==> config.mk <==
export PLATFORM = sky130hd
export DESIGN_NAME = instruction_memory_responder
export DESIGN_NICKNAME = d
export VERILOG_FILES = /design/src/rtl/instruction_memory_responder_pkg.sv /design/src/rtl/imem_array.sv /design/src/rtl/instruction_memory_responder.sv
export SDC_FILE = /design/constraint.sdc
export NUM_CORES = 2
export LEC_CHECK = 0
export CAP_MARGIN = 30
export CORE_UTILIZATION = 55
export CTS_BUF_LIST = sky130_fd_sc_hd__clkbuf_8
export CTS_CLUSTER_DIAMETER = 60
export CTS_CLUSTER_SIZE = 40
export DETAILED_ROUTE_END_ITERATION = 12
export PLACE_DENSITY = 0.78
export REMOVE_ABC_BUFFERS = 1
export SYNTH_ARGS = -nofsm -noshare
export SYNTH_HDL_FRONTEND = slang
export SYNTH_SLANG_ARGS = --single-unit
==> constraint.sdc <==
create_clock -name clk -period 3.4 [get_ports clk]
set_input_delay 0.85 -clock clk [delete_from_list [all_inputs] [get_ports clk]]
set_output_delay 0.85 -clock clk [all_outputs]
set_load 0.005 [all_outputs]
==> src/rtl/instruction_memory_responder_pkg.sv <==
// Shared types and default widths for the instruction backing-store path
// (also used by the instruction cache and fetch unit).
package instruction_memory_responder_pkg;

  localparam int IMEM_ADDR_W = 8;
  localparam int IMEM_DATA_W = 16;

  typedef enum logic [1:0] {
    IDLE = 2'd0,
    WAIT = 2'd1,
    RESP = 2'd2
  } imem_state_e;

endpackage

==> src/rtl/imem_array.sv <==
// Synchronous single-write / single-read instruction RAM. A read and a write
// to the same address on one edge return the old contents.
module imem_array #(
  parameter int ADDR_W = 8,
  parameter int DATA_W = 16
) (
  input  logic              clk,
  input  logic              rst_n,
  input  logic              we,
  input  logic [ADDR_W-1:0] waddr,
  input  logic [DATA_W-1:0] wdata,
  input  logic              re,
  input  logic [ADDR_W-1:0] raddr,
  output logic [DATA_W-1:0] rdata
);

  logic [DATA_W-1:0] mem [2**ADDR_W];

  // Contents survive reset; the loader repopulates them.
  always_ff @(posedge clk) begin
    if (we) mem[waddr] <= wdata;
  end

  // Read port holds its last value when not enabled.
  always_ff @(posedge clk) begin
    if (!rst_n)  rdata <= '0;
    else if (re) rdata <= mem[raddr];
  end

endmodule

==> src/rtl/instruction_memory_responder.sv <==
// Backing-store responder for instruction-cache misses: captures a request,
// waits LATENCY cycles, then returns mem[addr] with a one-cycle valid strobe.
module instruction_memory_responder
  import instruction_memory_responder_pkg::*;
#(
  parameter int ADDR_W  = IMEM_ADDR_W,
  parameter int DATA_W  = IMEM_DATA_W,
  parameter int LATENCY = 2,
  parameter int CNT_W   = 16
) (
  input  logic              clk,
  input  logic              rst_n,
  input  logic              backing_read_enable,
  input  logic [ADDR_W-1:0] backing_addr,
  output logic [DATA_W-1:0] backing_data,
  output logic              backing_valid,
  output logic              busy,
  input  logic              prog_we,
  input  logic [ADDR_W-1:0] prog_addr,
  input  logic [DATA_W-1:0] prog_data,
  output logic [CNT_W-1:0]  req_count
);

  imem_state_e       state, state_n;
  logic [3:0]        wait_cnt, wait_cnt_n;
  logic [ADDR_W-1:0] cap_addr, cap_addr_n;

  always_ff @(posedge clk) begin
    if (!rst_n) begin
      state         <= IDLE;
      wait_cnt      <= '0;
      cap_addr      <= '0;
      backing_valid <= 1'b0;
      req_count     <= '0;
    end else begin
      state         <= state_n;
      wait_cnt      <= wait_cnt_n;
      cap_addr      <= cap_addr_n;
      backing_valid <= (state == RESP);
      if (state == RESP) req_count <= req_count + 1'b1;
    end
  end

  always_comb begin
    state_n    = state;
    wait_cnt_n = wait_cnt;
    cap_addr_n = cap_addr;
    case (state)
      IDLE: begin
        if (backing_read_enable) begin
          cap_addr_n = backing_addr;
          wait_cnt_n = 4'(LATENCY);
          state_n    = (LATENCY > 0) ? WAIT : RESP;
        end
      end
      WAIT: begin
        // Request inputs are ignored here; only the countdown advances.
        wait_cnt_n = wait_cnt - 4'd1;
        if (wait_cnt <= 4'd1) state_n = RESP;
      end
      RESP:    state_n = IDLE;
      default: state_n = IDLE;
    endcase
  end

  assign busy = (state != IDLE);

  // The RESP-cycle edge registers the read, so a program write on that same
  // edge is not seen by this response.
  imem_array #(
    .ADDR_W (ADDR_W),
    .DATA_W (DATA_W)
  ) u_mem (
    .clk   (clk),
    .rst_n (rst_n),
    .we    (prog_we),
    .waddr (prog_addr),
    .wdata (prog_data),
    .re    (state == RESP),
    .raddr (cap_addr),
    .rdata (backing_data)
  );

endmodule

==> results by group <==
Outcome
  • Outcome: finished with violations
  • Violated checks: negative setup slack

Pwr
  • Lkg Pwr: between 50 and 60 nW
  • Worst IR Drop VDD: 491 uV
  • PD cells: 505 nW/um^2
  • Total power: around 90 mW

Timing
  • # setup viols final: 4
  • Final Hold Viols: 0
  • Final worst-path cycle share: 101%
  • Final worst clock skew: ~170 ps
  • Hold WS: 107 ps
  • RSZ-0062 raised after global routing: true
  • PnR worst setup slack: -47.5 ps
  • Final worst path period need: 3450 ps
  • Max Slew Vio Count: 0
  • Slew at the pin closest to its max-slew limit: ~1100 ps
  • Slew HR: 27.7%
  • Fmax: roughly 290 MHz

Route
  • Via Count: around 84k
  • DRC: 0
  • Total Wirelength: ~430000 um
  • DR WL/cell: about 34 um
  • Initial DRC Count: around 13k
  • Vias/cell: 6.72
  • Antenna-violating nets left: 0
  • DRT Pass-1 Iters: 8

Critical path
  • Crit path launch type: register
  • Crit end category: register
  • Crit path kind: reg2reg
  • Worst Path Max Fanout: 20
  • CP required: ~4500 ps
  • Crit path DAT: 4550 ps

Placement
  • GPL Wtd Cong: roughly 1
  • Cells after DPL: ~12k
  • Port-buffer cells: roughly 70
  • Pre-CTS setup slack: -470 ps
  • Hpwl dp: approximately 270000 um
  • DP Area: ~170000 sq um

Flow run
  • Maxcap violations: 0

Synth
  • Distinct cells, synth: between 80 and 90
  • Number of synthesized flops with an enable pin: ~4.1k
  • Synthesized area per cell: 21.1 sq um
  • Seq/Total Area, Yosys: between 70% and 80%
  • Synth Flop Type: edfxtp_1
  • Yosys warns: 0
  • Mapped Area: roughly 160000 sq um
  • Yosys reg bits: approximately 4.1k
  • Syn Inst Count: approximately 7.6k
  • Asr flop ratio synth: 0%

CTS
  • H-tree Lvls: 4
  • Hold Buf Count CTS: 0
  • Worst-path clk slew: around 190 ps
  • TritonCTS buffer count: roughly 220
  • Worst-Skew Late Latency: 1160 ps
  • Clock sinks: approximately 4.1k
  • CTS tree: yes
  • Clock Tree Buf Depth: 4
  • Clock root buffer: clkbuf_8

Final layout
  • Design Area, Final: around 180000 sq um
  • Synth-to-Final Area Change: 11.3%
  • Layout Cells excl Fill: roughly 12k
  • Share of layout cells above drive strength 1: between 20 and 25%
  • Final nets: 8387

Global routing
  • Vias in the first global route: about 82k
  • First-pass GRT wire length: 599000 um
  • Total track usage: approximately 29%
  • GRT overflow: 0
  • Initial antenna violation count: 29
  • Largest net degree at the start of global routing: around 140

Floorplan
  • Die footprint: between 200000 and 300000 sq um
  • Area of the core: about 290000 sq um
  • Die H: approximately 540 um
  • Die width: between 500 and 600 um
  • Ports: 70
  • Row count: about 200
  • Initial core utilization: a little under three fifths

Hold path
  • HP Class: in2reg
==> layout make-up <==
class / instances / area [sq um]
flip-flops and latches: 4143 / 124000
fillers: 19100 / 112000
multi-input cells: 3032 / 33700
repair buffers: 940 / 10300
well taps: 3900 / 4880
clock inverters: 188 / 3120
clock buffers: 222 / 3060
inverters: 9 / 41.3
diodes: 13 / 32.5
==> stage by stage <==
step	util [%]	setup TNS, ps
detailed placement	59.3	-2850
finish	61.5	-97.6
global placement	59.3	-6660
global route	61.5	-77.2
CTS	61.5	0
floorplan	-	-927880
==> registers in the layout (all words and copies together) (netlist names) <==
| register | cells |
|---|---|
| u_mem.rdata | 16 |
| wait_cnt | 4 |
| state | 2 |
| backing_valid | 1 |
| cap_addr | 8 |
| u_mem.mem | 4096 |
| req_count | 16 |
==> what timing repair did <==
| item | CTS | global route |
|---|---|---|
| pin swaps | 1 | 6 |
| setup endpoints to repair | 15 | 14 |
| setup buffers | 3 | 3 |
| gates resized for setup | 23 | 32 |
==> worst paths after layout <==
kind                                    from                end  slack (ps)  cells past startpoint
worst min-delay path            prog_data[2]  u_mem.mem[222][2]         110                      1
worst max-delay path             cap_addr[0]    u_mem.rdata[13]         -50                     11
worst min register to register   wait_cnt[3]        wait_cnt[3]         490                      1
worst max register to register   cap_addr[0]    u_mem.rdata[13]         -50                     11
==> cells in the final DEF, fill, tap and decap left out, types with 11 or more instances in the layout <==
cell	n
inv_12	30
mux4_2	657
diode_2	13
buf_4	622
a221oi_1	19
a21boi_0	13
nand3_1	71
buf_12	240
clkdlybuf4s50_1	53
o22ai_1	188
o211ai_1	12
o21ai_1	14
a21oi_1	99
nor2_1	314
nand4_1	30
mux4_1	113
mux2_2	26
clkinv_8	25
nor3_1	43
a2111oi_0	24
edfxtp_1	4096
nor2_2	19
inv_8	19
nand2_1	229
nor4_1	15
clkbuf_8	234
clkinv_16	26
nor2b_1	16
a211oi_1	83
dfxtp_1	40
and2_1	24
mux2i_1	544
a22oi_1	103
inv_6	27
o21ai_0	86
o221ai_1	102
inv_16	34
a211o_1	11
==> logic make-up after synthesis <==
family | after synthesis | synth area share [%]
xor gates and xnor gates | 11 | 0.0598
muxes | 1341 | 14.6
AOI/OAI and AO/OA | 849 | 3.74
and+or+nand+nor | 828 | 2.29
DFF | 4143 | 77.0
buffers and inverters | 469 | 2.29
adders and majority gates | 3 | 0.0233
==> power breakdown <==
part           switching, mW  internal (mW)
clock network           18.4           8.48
registers             0.0917           56.2
logic                   4.61           2.66
total                   23.1           67.3
==> layer usage <==
layer	GRT usage, %	vias up	routed length (um)
met2	43.9	6085	196000
met1	39.6	43300	152000
met3	6.28	895	52800
met5	0	-	83
li1	-	33300	-
met4	14.3	14	24400
==> worst max-delay path: stages (launching register included) <==
cell	delay [ps]
dfxtp_4	470
buf_4	220
buf_12	270
nand3_2	440
buf_4	340
o22ai_1	160
a211oi_1	90
o21ai_1	350
nand4_1	260
nor4_2	560
buf_12	160
a211o_1	90
==> cell usage after synthesis, drive strengths merged (4+ instances only) <==
cell	count	area, sq um
nand2	229	860
and2b	5	38.8
or3b	4	35.0
dfxtp	47	941
a211oi	88	666
a221oi	22	199
inv	9	33.8
edfxtp	4096	123000
xor2	4	35.0
nor2	334	1250
and2	26	163
a2111oi	35	339
or3	11	68.8
buf	307	2900
a21boi	13	97.6
nand4b	4	35.0
nand3	75	375
o31ai	8	65.1
nor3	46	235
o221ai	110	995
o22ai	192	1210
o311ai	5	43.8
and3	7	43.8
nand4	30	188
nand2b	5	31.3
nor4	21	131
o32ai	4	35.0
o211ai	12	90.1
xnor2	7	61.3
o2111ai	4	35.0
mux4	770	17800
mux2	26	293
mux2i	545	5460
o21ai	102	510
a31oi	9	56.3
a22oi	103	773
a211o	11	96.3
nor2b	18	113
clkbuf	151	726
a21oi	99	495
a22o	11	97.6
Power figures use the tool's default switching activity.
